<file path="config.mk">
export PLATFORM = sky130hd
export DESIGN_NAME = sccb_line_conditioner_flat
export DESIGN_NICKNAME = d
export VERILOG_FILES = /design/src/rtl/sccb_pkg.sv /design/src/rtl/sccb_line_conditioner_if.sv /design/src/rtl/sccb_glitch_filter.sv /design/src/rtl/sccb_line_conditioner.sv /design/src/flat_wrapper.sv
export SDC_FILE = /design/constraint.sdc
export NUM_CORES = 1
export LEC_CHECK = 0
export BUFFER_PORTS_ARGS = -buffer_cell sky130_fd_sc_hd__buf_2
export CAP_MARGIN = 0
export CORE_MARGIN = 1.5
export CORE_UTILIZATION = 54
export DETAILED_ROUTE_END_ITERATION = 8
export PLACE_DENSITY_LB_ADDON = 0.1
export SLEW_MARGIN = 20
export SYNTH_ARGS = -nofsm -noshare
export SYNTH_HDL_FRONTEND = slang
export SYNTH_SLANG_ARGS = --single-unit
</file>
<file path="constraint.sdc">
create_clock -name PCLK -period 1.75 [get_ports PCLK]
set_input_delay 0.35 -clock PCLK [delete_from_list [all_inputs] [get_ports PCLK]]
set_output_delay 0.35 -clock PCLK [all_outputs]
set_load 0.05 [all_outputs]
</file>
<file path="src/rtl/sccb_pkg.sv">
// Shared constants and width helpers for the SCCB line conditioner.
package sccb_pkg;

    localparam int SIO_C_IDX = 0;
    localparam int SIO_D_IDX = 1;

    localparam logic SCCB_IDLE_LEVEL = 1'b1;

    localparam int FILTER_LEN_DEF   = 4;
    localparam int STUCK_CYCLES_DEF = 65535;

    // Width of a counter that must hold 0..n-1 (never narrower than 1 bit).
    function automatic int cnt_w(input int n);
        return (n <= 1) ? 1 : $clog2(n);
    endfunction

    localparam int FILT_CNT_W_DEF  = cnt_w(FILTER_LEN_DEF);
    localparam int STUCK_CNT_W_DEF = cnt_w(STUCK_CYCLES_DEF);

endpackage

</file>
<file path="src/rtl/sccb_line_conditioner_if.sv">
// GPIO controller <-> line conditioner <-> pad bundle.
interface sccb_line_conditioner_if;

    logic [1:0] GPIO_OUT;
    logic [1:0] GPIO_OE;
    logic [1:0] GPIO_IN;
    logic [1:0] PAD_I;
    logic [1:0] PAD_OE;
    logic [1:0] EDGE_RISE;
    logic [1:0] EDGE_FALL;
    logic       START_DET;
    logic       STOP_DET;
    logic [1:0] STUCK_LOW;
    logic       STUCK_CLR;

    modport master (
        output GPIO_OUT, GPIO_OE, PAD_I, STUCK_CLR,
        input  GPIO_IN, PAD_OE, EDGE_RISE, EDGE_FALL,
        input  START_DET, STOP_DET, STUCK_LOW
    );

    modport slave (
        input  GPIO_OUT, GPIO_OE, PAD_I, STUCK_CLR,
        output GPIO_IN, PAD_OE, EDGE_RISE, EDGE_FALL,
        output START_DET, STOP_DET, STUCK_LOW
    );

endinterface

</file>
<file path="src/rtl/sccb_glitch_filter.sv">
// One SCCB line: 2-flop synchroniser, run-length glitch filter and
// edge pulses that coincide with the filtered level change.
module sccb_glitch_filter
    import sccb_pkg::*;
#(
    parameter int FILTER_LEN = FILTER_LEN_DEF
) (
    input  logic clk_i,
    input  logic rst_i,
    input  logic pad_i,
    output logic level_o,
    output logic rise_o,
    output logic fall_o
);

    localparam int CW = cnt_w(FILTER_LEN);
    localparam logic [CW-1:0] C_LAST = CW'(FILTER_LEN - 1);

    logic [1:0]    sync_q;
    logic          filt_q, filt_d;
    logic [CW-1:0] cnt_q, cnt_d;
    logic          rise_q, rise_d;
    logic          fall_q, fall_d;

    always_comb begin
        filt_d = filt_q;
        cnt_d  = cnt_q;
        rise_d = 1'b0;
        fall_d = 1'b0;
        if (sync_q[1] == filt_q) begin
            cnt_d = '0;
        end else if (cnt_q == C_LAST) begin
            filt_d = sync_q[1];
            cnt_d  = '0;
            rise_d = sync_q[1];
            fall_d = ~sync_q[1];
        end else begin
            cnt_d = cnt_q + 1'b1;
        end
    end

    always_ff @(posedge clk_i or posedge rst_i) begin
        if (rst_i) begin
            sync_q <= {2{SCCB_IDLE_LEVEL}};
            filt_q <= SCCB_IDLE_LEVEL;
            cnt_q  <= '0;
            rise_q <= 1'b0;
            fall_q <= 1'b0;
        end else begin
            sync_q <= {sync_q[0], pad_i};
            filt_q <= filt_d;
            cnt_q  <= cnt_d;
            rise_q <= rise_d;
            fall_q <= fall_d;
        end
    end

    assign level_o = filt_q;
    assign rise_o  = rise_q;
    assign fall_o  = fall_q;

endmodule

</file>
<file path="src/rtl/sccb_line_conditioner.sv">
// Open-drain drive, filtered read-back, start/stop detection and
// stuck-low watchdog for the two SCCB lines.
module sccb_line_conditioner
    import sccb_pkg::*;
#(
    parameter int FILTER_LEN   = FILTER_LEN_DEF,
    parameter int STUCK_CYCLES = STUCK_CYCLES_DEF
) (
    input logic                    PCLK,
    input logic                    PRESET,
    sccb_line_conditioner_if.slave bus
);

    localparam int SW = cnt_w(STUCK_CYCLES);
    localparam logic [SW-1:0] S_LAST = SW'(STUCK_CYCLES - 1);

    logic [1:0]         pad_oe_q, pad_oe_d;
    logic [1:0]         filt, rise, fall;
    logic [1:0]         low_ext, sat;
    logic [1:0][SW-1:0] scnt_q, scnt_d;
    logic [1:0]         stuck_q, stuck_d;

    // Driving a 1 releases the line; only a driven 0 pulls low.
    assign pad_oe_d = bus.GPIO_OE & ~bus.GPIO_OUT;

    sccb_glitch_filter #(.FILTER_LEN(FILTER_LEN)) u_filt_c (
        .clk_i   (PCLK),
        .rst_i   (PRESET),
        .pad_i   (bus.PAD_I[SIO_C_IDX]),
        .level_o (filt[SIO_C_IDX]),
        .rise_o  (rise[SIO_C_IDX]),
        .fall_o  (fall[SIO_C_IDX])
    );

    sccb_glitch_filter #(.FILTER_LEN(FILTER_LEN)) u_filt_d (
        .clk_i   (PCLK),
        .rst_i   (PRESET),
        .pad_i   (bus.PAD_I[SIO_D_IDX]),
        .level_o (filt[SIO_D_IDX]),
        .rise_o  (rise[SIO_D_IDX]),
        .fall_o  (fall[SIO_D_IDX])
    );

    assign low_ext = ~filt & ~pad_oe_q;

    always_comb begin
        scnt_d  = scnt_q;
        stuck_d = stuck_q;
        sat     = '0;
        for (int i = 0; i < 2; i++) begin
            sat[i] = low_ext[i] && (scnt_q[i] == S_LAST);
            if (!low_ext[i]) begin
                scnt_d[i] = '0;
            end else if (!sat[i]) begin
                scnt_d[i] = scnt_q[i] + 1'b1;
            end
            // A clear landing on the set cycle wins and restarts the count.
            if (bus.STUCK_CLR) begin
                stuck_d[i] = 1'b0;
                if (sat[i]) begin
                    scnt_d[i] = '0;
                end
            end else if (sat[i]) begin
                stuck_d[i] = 1'b1;
            end
        end
    end

    always_ff @(posedge PCLK or posedge PRESET) begin
        if (PRESET) begin
            pad_oe_q <= '0;
            scnt_q   <= '0;
            stuck_q  <= '0;
        end else begin
            pad_oe_q <= pad_oe_d;
            scnt_q   <= scnt_d;
            stuck_q  <= stuck_d;
        end
    end

    assign bus.PAD_OE    = pad_oe_q;
    assign bus.GPIO_IN   = filt;
    assign bus.EDGE_RISE = rise;
    assign bus.EDGE_FALL = fall;
    assign bus.STUCK_LOW = stuck_q;

    // C high now and not just risen means it was high last cycle too.
    assign bus.START_DET = fall[SIO_D_IDX] & filt[SIO_C_IDX]
                         & ~rise[SIO_C_IDX];
    assign bus.STOP_DET  = rise[SIO_D_IDX] & filt[SIO_C_IDX]
                         & ~rise[SIO_C_IDX];

endmodule

</file>
<file path="src/flat_wrapper.sv">
// flat-port wrapper written by rule: the top's interface ports become plain ports
module sccb_line_conditioner_flat import sccb_pkg::*;
#(
    parameter int FILTER_LEN   = FILTER_LEN_DEF,
    parameter int STUCK_CYCLES = STUCK_CYCLES_DEF
)
  (PCLK, PRESET, bus_GPIO_OUT, bus_GPIO_OE, bus_PAD_I, bus_STUCK_CLR, bus_GPIO_IN, bus_PAD_OE, bus_EDGE_RISE, bus_EDGE_FALL, bus_START_DET, bus_STOP_DET, bus_STUCK_LOW);
  sccb_line_conditioner_if bus_i ();
  input logic PCLK;
  input logic PRESET;
  input wire logic [$bits(bus_i.GPIO_OUT)-1:0] bus_GPIO_OUT;
  input wire logic [$bits(bus_i.GPIO_OE)-1:0] bus_GPIO_OE;
  input wire logic [$bits(bus_i.PAD_I)-1:0] bus_PAD_I;
  input wire logic [$bits(bus_i.STUCK_CLR)-1:0] bus_STUCK_CLR;
  output wire logic [$bits(bus_i.GPIO_IN)-1:0] bus_GPIO_IN;
  output wire logic [$bits(bus_i.PAD_OE)-1:0] bus_PAD_OE;
  output wire logic [$bits(bus_i.EDGE_RISE)-1:0] bus_EDGE_RISE;
  output wire logic [$bits(bus_i.EDGE_FALL)-1:0] bus_EDGE_FALL;
  output wire logic [$bits(bus_i.START_DET)-1:0] bus_START_DET;
  output wire logic [$bits(bus_i.STOP_DET)-1:0] bus_STOP_DET;
  output wire logic [$bits(bus_i.STUCK_LOW)-1:0] bus_STUCK_LOW;
  assign bus_i.GPIO_OUT = bus_GPIO_OUT;
  assign bus_i.GPIO_OE = bus_GPIO_OE;
  assign bus_i.PAD_I = bus_PAD_I;
  assign bus_i.STUCK_CLR = bus_STUCK_CLR;
  assign bus_GPIO_IN = bus_i.GPIO_IN;
  assign bus_PAD_OE = bus_i.PAD_OE;
  assign bus_EDGE_RISE = bus_i.EDGE_RISE;
  assign bus_EDGE_FALL = bus_i.EDGE_FALL;
  assign bus_START_DET = bus_i.START_DET;
  assign bus_STOP_DET = bus_i.STOP_DET;
  assign bus_STUCK_LOW = bus_i.STUCK_LOW;
  sccb_line_conditioner #(.FILTER_LEN(FILTER_LEN), .STUCK_CYCLES(STUCK_CYCLES)) u_core (.PCLK(PCLK), .PRESET(PRESET), .bus(bus_i));
endmodule
</file>
==> impl_metrics.tcl, run 1 <==
set metrics [dict create \
    synth_seq_cells 50 \
    worst_slack_ps -55.38 \
    met1_usage_pct 35.54 \
    via_per_inst 6.210 \
    synthesis.nets 283 \
    fin_crit_sh_pct 103.2 \
    grt_first_pass_wirelength_um 10960 \
    netlist_instances 268 \
    p_clk_share_pct 25.7 \
    fmax_mhz 553.9 \
    die_h_um 73.25 \
    drv_cap 0 \
    ys_seq_area_share_pct 47.23 \
    async_flop_share_pct 100.0 \
    final_util_pct 72.87 \
    gp_congestion 0.8659 \
    dpl.hpwl_um 4294 \
    drv_slew 0 \
    critPathCaptureType "flip-flop" \
    p_leak_nw 1.418 \
    hold_path.class "in -> async" \
    synth-edff-count 0 \
    p_per_area_nw_per_um2 942.0 \
    grt_max_degree 32 \
    track_usage_pct 26.65 \
    outcome "finished, violations left" \
    min_period_ps 1805 \
    drive_above_1_share_pct 39.21 \
    p_sw_share_pct 33.36 \
    setup_viol 4 \
    finalWirelength_um 6791 \
    regToRegStartpoint "u_core.bus.PAD_OE[1]$_DFF_PP0_" \
    path_clk_slew_ps 100 \
    max-vdd-ir-drop_mv 0.6351 \
    cp.arrival_ps 1990 \
    pin_count 21 \
    grt_setup_unrepaired "yes" \
    tightestPinTransition_ps 446.5 \
    grt-ovfl-total 0 \
    core-area_um2 4723 \
    h-tree-depth 2 \
    pre_cts_ws_ps -66.59 \
    cp_slowest_stage_delay_ps 420 \
    portBuffers 20 \
    clock_skew_ps 10.67 \
    violations "setup timing" \
    drt_iter0_markers 172 \
    slew_headroom_pct 70.16 \
    slowest_stage "dfrtp_2" \
    grtUsageMet2_pct 43.94 \
    clockRootBuffer "clkbuf_8" \
    antenna_left 0 \
    clock-sinks 50 \
    wl_per_cell_um 17.15 \
    hold_viol 0 \
    start_util_pct 56.42 \
    combPwrFrac_pct 31.1 \
    cts_tree "built" \
    grt_busiest_layer "met2" \
    crit_start "u_core.bus.PAD_OE[1]$_DFF_PP0_" \
    internal_power_mw 2.161 \
    ys_types 50 \
    clock_latency_ps 310 \
    path_max_fanout 4 \
    vias 2459 \
    drcViolationCount 0 \
    die_x_um 73.25 \
    cts_buffer_depth 2 \
    yosys_most_used_dff "dfrtp_1" \
    cts_buffers 5 \
    diodes 0 \
    worstPathCellList "or2_1, or3_4, buf_6, o31ai_4, nor3_2" \
    final_nets 343 \
    areaGrowthSynthToFinish_pct 29.15 \
    fp.dieArea_um2 5366 \
    row_count 25 \
    ys_warn_count 0 \
    grt_pass1_vias 2330 \
    crit_path_start_kind "flip-flop" \
    use_met3_pct 4.801 \
    first_pass_iters 5 \
    criticalPathCategory "reg -> reg" \
    antenna_found_initial 0 \
    post_synth.cell_area_avg_um2 9.944 \
    netSwitchingPower_mw 1.082 \
    worst_ep_required_time_ps 1930 \
    seq_power_share_pct 43.2 \
    synthesis.area_um2 2665 \
]
## area by class of cell
cell class / count / area (µm²)
clock inverters: 3 / 45.04
well taps: 67 / 83.83
repair buffers: 67 / 490.5
inverters: 6 / 22.52
clock buffers: 5 / 68.82
multi-input cells: 198 / 1468
fillers: 344 / 1281
flip-flops and latches: 50 / 1264
## sequential cells by signal, indices dropped and copies added, names as in the netlist
register / count
u_core.scnt_q: 32
u_core.u_filt_d.level_o: 1
u_core.u_filt_c.level_o: 1
u_core.u_filt_c.rise_o: 1
u_core.bus.PAD_OE: 2
u_core.u_filt_d.fall_o: 1
u_core.u_filt_d.cnt_q: 2
u_core.bus.STUCK_LOW: 2
u_core.u_filt_c.sync_q: 2
u_core.u_filt_d.sync_q: 2
u_core.u_filt_c.fall_o: 1
u_core.u_filt_c.cnt_q: 2
u_core.u_filt_d.rise_o: 1
## per-layer routing
metal | wire, µm | up-vias
met2 | 3369 | 81
met3 | 291 | 7
met5 | 0 | -
met4 | 76 | 0
li1 | - | 1147
met1 | 3053 | 1224
## Yosys cell counts, drive strengths merged, types with 2 or more instances
cell | count | share of area, %
a211oi | 2 | 0.56
a21o | 2 | 0.56
a21oi | 15 | 3.0
a31oi | 16 | 3.8
and3b | 4 | 1.3
and4 | 5 | 1.6
buf | 9 | 2.5
clkbuf | 7 | 0.99
dfrtp | 44 | 41
dfstp | 6 | 5.9
ha | 6 | 2.8
inv | 6 | 0.85
nand2 | 16 | 2.3
nand2b | 3 | 0.70
nand3 | 15 | 3.0
nand4 | 11 | 3.1
nor2 | 9 | 1.3
nor2b | 6 | 1.4
nor3 | 16 | 3.6
nor4 | 7 | 2.2
o211ai | 8 | 2.3
o21a | 2 | 0.56
o21ai | 10 | 1.9
o31a | 7 | 2.3
o31ai | 7 | 2.2
or2 | 9 | 2.1
or3 | 6 | 1.4
or4 | 3 | 0.99
xnor2 | 2 | 0.66
## worst max-delay path: cells and delay by family (launching register included)
family	cells	cell delay, ps
flops	1	420
simple gates	3	820
compound gates	1	310
buf+inv	1	140
## cells in the final DEF (no fill, tap or decap), drive strengths merged, types with 2 or more instances in the layout
cell	n
o31a	7
xnor2	2
ha	6
inv	6
nand3	15
nor3	17
or4	4
o21a	2
nor2b	6
a211oi	2
o211ai	8
nand2b	3
dfstp	6
nand4	11
a21oi	15
a21o	2
or2	9
nand2	16
a31oi	16
o31ai	7
dfrtp	44
or3	6
clkinvlp	2
o21ai	10
and3b	4
nor2	9
and4	5
clkbuf	7
buf	65
nor4	7
## cell families (layout without fill, tap and decap cells)
family          count (synthesis)  count (layout)  share of synthesized area, %
compound gates                 75              75                         19.01
xor+xnor                        2               2                        0.6574
fa+ha+maj                       6               6                         2.817
buf+inv                        22              81                         4.319
flops                          50              50                         47.23
mux                             1               1                        0.4225
simple gates                  112             114                         25.54
## power groups by stage
stage          Clock, mW  Sequential (mW)  Combinational [mW]
2_1_floorplan          0             1.44               0.565
6_report           0.834             1.40                1.01
4_1_cts            0.838             1.39               0.917
3_3_place_gp           0             1.40               0.836
5_1_grt            0.885             1.41                1.10
3_5_place_dp           0             1.41               0.852
## final timing paths
| path | endpoint | slack [ps] | cells after the start |
|---|---|---|---|
| max reg2reg | u_core.scnt_q[29]$_DFF_PP0_ | -60 | 5 |
| max in group asynchronous | u_core.u_filt_d.sync_q[1]$_DFF_PP1_ | 1130 | 3 |
| min in group PCLK | u_core.u_filt_c.sync_q[0]$_DFF_PP1_ | 140 | 1 |
| min reg2reg | u_core.u_filt_c.sync_q[1]$_DFF_PP1_ | 360 | 0 |
| max | u_core.scnt_q[29]$_DFF_PP0_ | -60 | 5 |
| min | u_core.bus.STUCK_LOW[0]$_DFFE_PP0P_ | 40 | 2 |
## through the flow
| step | instance area [µm²] | total power [mW] | instances | hold slack (ps) | TNS, ps |
|---|---|---|---|---|---|
| CTS | 3287 | 3.144 | 391 | 42.28 | 0 |
| detailed placement | 3097 | 2.261 | 378 | 347.0 | -722.3 |
| global route | 3442 | 3.395 | 396 | 67.59 | -632.1 |
| floorplan | 2715 | 2.005 | 268 | 345.2 | -1339 |
| global placement | 3097 | 2.238 | 378 | 345.5 | -187.1 |
| finish | 3442 | 3.242 | 396 | 39.04 | -141.8 |
## repair_timing
action,CTS,global route
buffers inserted,3,5
gates cloned,2,0
setup endpoints to repair,27,34
gates resized for setup,9,30
pin swaps,4,20
hold buffers,0,0
(Power assumes the default switching activity.)
==> inputs of run 2 (changes only) <==
--- a/config.mk
+++ b/config.mk
@@ -11,6 +11,7 @@
 export CORE_UTILIZATION = 54
 export DETAILED_ROUTE_END_ITERATION = 8
 export PLACE_DENSITY_LB_ADDON = 0.1
+export RECOVER_POWER = 50
 export SLEW_MARGIN = 20
 export SYNTH_ARGS = -nofsm -noshare
 export SYNTH_HDL_FRONTEND = slang
==> impl_metrics.tcl, run 2 (synthesized netlist as in run 1, its figures left out) <==
set metrics [dict create \
    slew_headroom_pct 47.74 \
    die_x_um 73.25 \
    grt_setup_unrepaired "yes" \
    nFillCells 346 \
    worst_slack_ps -57.31 \
    hold_end "u_core.u_filt_c.sync_q[0]$_DFF_PP1_" \
    die_h_um 73.25 \
    worstHoldStart "bus_PAD_I[0]" \
    cts_buffers 5 \
    hold_viol 0 \
    r2r_cells 7 \
    grt-ovfl-total 0 \
    drv_cap 0 \
    p_per_area_nw_per_um2 944.4 \
    areaGrowthSynthToFinish_pct 28.59 \
    first_pass_iters 4 \
    grt_first_pass_wirelength_um 10960 \
    violations "setup timing" \
    row_count 25 \
    regToRegStartpoint "u_core.scnt_q[16]$_DFF_PP0_" \
    clock_latency_ps 300 \
    pin_count 21 \
    h-tree-depth 2 \
    internal_power_mw 2.157 \
    outcome "finished, violations left" \
    r2r_end "u_core.scnt_q[29]$_DFF_PP0_" \
    cp.arrival_ps 1990 \
    grt_max_degree 32 \
    final_nets 343 \
    hold_path_depth 1 \
    hold_path.class "in -> reg" \
    core-area_um2 4723 \
    path_max_fanout 4 \
    wl_per_cell_um 17.08 \
    seq_power_share_pct 43.3 \
    seq_area_um2 1264 \
    final_common_cell "buf_4" \
    p_sw_share_pct 33.35 \
    largest_register "u_core.scnt_q" \
    portBuffers 20 \
    drcViolationCount 0 \
    cts_buffer_depth 2 \
    combPwrFrac_pct 31.0 \
    reg2reg_setup_slack_ps -60 \
    antenna_found_initial 0 \
    diodes 0 \
    path_clk_slew_ps 90 \
    drv_slew 0 \
    drt_iter0_markers 173 \
    total_power_mw 3.236 \
    final_cell_mix "43 x buf_4, 40 x dfrtp_1, 18 x buf_2, 16 x a31oi_1, 15 x nand2_1" \
    start_util_pct 56.42 \
    p_clk_share_pct 25.7 \
    multiInputGateArea_um2 1468 \
    pre_cts_ws_ps -66.59 \
    fp.dieArea_um2 5366 \
    crit_path_start_kind "flip-flop" \
    netSwitchingPower_mw 1.079 \
    track_usage_pct 26.65 \
    worst_ep_required_time_ps 1940 \
    min_period_ps 1807 \
    largest_reg_flops 32 \
    dpl.hpwl_um 4294 \
    fin_crit_sh_pct 103.3 \
    via_per_inst 6.210 \
    tightestPinTransition_ps 784.0 \
    cts_tree "built" \
    fmax_mhz 553.3 \
    p_leak_nw 1.414 \
    ctsHoldBuffers 0 \
    antenna_left 0 \
    clockRootBuffer "clkbuf_8" \
    drive_above_1_share_pct 38.91 \
    clock_skew_ps 8.902 \
    grt_pass1_vias 2330 \
    setup_viol 3 \
    setup_tns_ps -146.1 \
    clock-sinks 50 \
    critPathCaptureType "flip-flop" \
    max-vdd-ir-drop_mv 0.6309 \
    finalWirelength_um 6764 \
    criticalPathCategory "reg -> reg" \
    gp_congestion 0.8659 \
    vias 2459 \
]
[run 2: cell count changes in the layout (fill, tap and decap cells not counted), sizes merged]
cell,delta
buf,-1
clkbuf,+1
[run 2: cell type report]
class,instances,share of cell area [%]
Clock buffer,5,2.008
Clock inverter,3,1.314
Inverter,6,0.6572
Multi-Input combinational cell,198,42.83
Sequential cell,50,36.87
Tap cell,67,2.446
Timing Repair Buffer,67,13.87
[run 2: per-layer routing]
| layer | vias up | wire length, µm | global-route usage (%) |
|---|---|---|---|
| met3 | 7 | 310 | 4.801 |
| met4 | 0 | 76 | 8.805 |
| li1 | 1151 | - | - |
| met5 | - | 0 | 0 |
| met1 | 1226 | 2949 | 35.54 |
| met2 | 75 | 3427 | 43.94 |
[run 2: metrics by stage]
| step | utilization [%] | instances | instance area [µm²] | hold slack [ps] |
|---|---|---|---|---|
| finish | 72.56 | 396 | 3427 | 140.3 |
| global route | 72.56 | 396 | 3427 | 120.9 |
| CTS | 69.59 | 391 | 3287 | 42.28 |
| detailed placement | 65.56 | 378 | 3097 | 347.0 |
| global placement | 65.56 | 378 | 3097 | 345.5 |
| floorplan | - | 268 | 2715 | 345.2 |
[run 2: timing repair]
item / 4_1_cts / 5_1_grt
gates resized for setup: 9 / 30
cloned: 2 / 0
pin swaps: 4 / 20
hold endpoints to repair: 0 / 0
buffers inserted: 3 / 5
setup endpoints to repair: 27 / 34
[run 2: worst max-delay path, cell delays in order, from the launching register on]
cell and delay (ps):
dfrtp_1 390, inv_1 60, ha_2 190, nand3_4 90, or3_4 440, buf_6 140, o31ai_4 310, nor3_2 70
[run 2: worst max path at each step]
stage	startpoint	end	depth (start not counted)
2_1_floorplan	u_core.bus.PAD_OE[1]$_DFF_PP0_	u_core.scnt_q[24]$_DFF_PP0_	6
3_3_place_gp	u_core.scnt_q[0]$_DFF_PP0_	u_core.scnt_q[3]$_DFF_PP0_	6
3_5_place_dp	u_core.scnt_q[0]$_DFF_PP0_	u_core.scnt_q[3]$_DFF_PP0_	6
4_1_cts	u_core.scnt_q[17]$_DFF_PP0_	u_core.scnt_q[31]$_DFF_PP0_	5
5_1_grt	u_core.scnt_q[16]$_DFF_PP0_	u_core.scnt_q[29]$_DFF_PP0_	7
6_report	u_core.scnt_q[16]$_DFF_PP0_	u_core.scnt_q[29]$_DFF_PP0_	7
[run 2: power by group through the flow]
| stage | clock, mW | sequential [mW] | combinational, mW |
|---|---|---|---|
| floorplan | 0 | 1.44 | 0.565 |
| finish | 0.832 | 1.40 | 1.00 |
| CTS | 0.838 | 1.39 | 0.917 |
| global placement | 0 | 1.40 | 0.836 |
| detailed placement | 0 | 1.41 | 0.852 |
| global route | 0.885 | 1.41 | 1.09 |
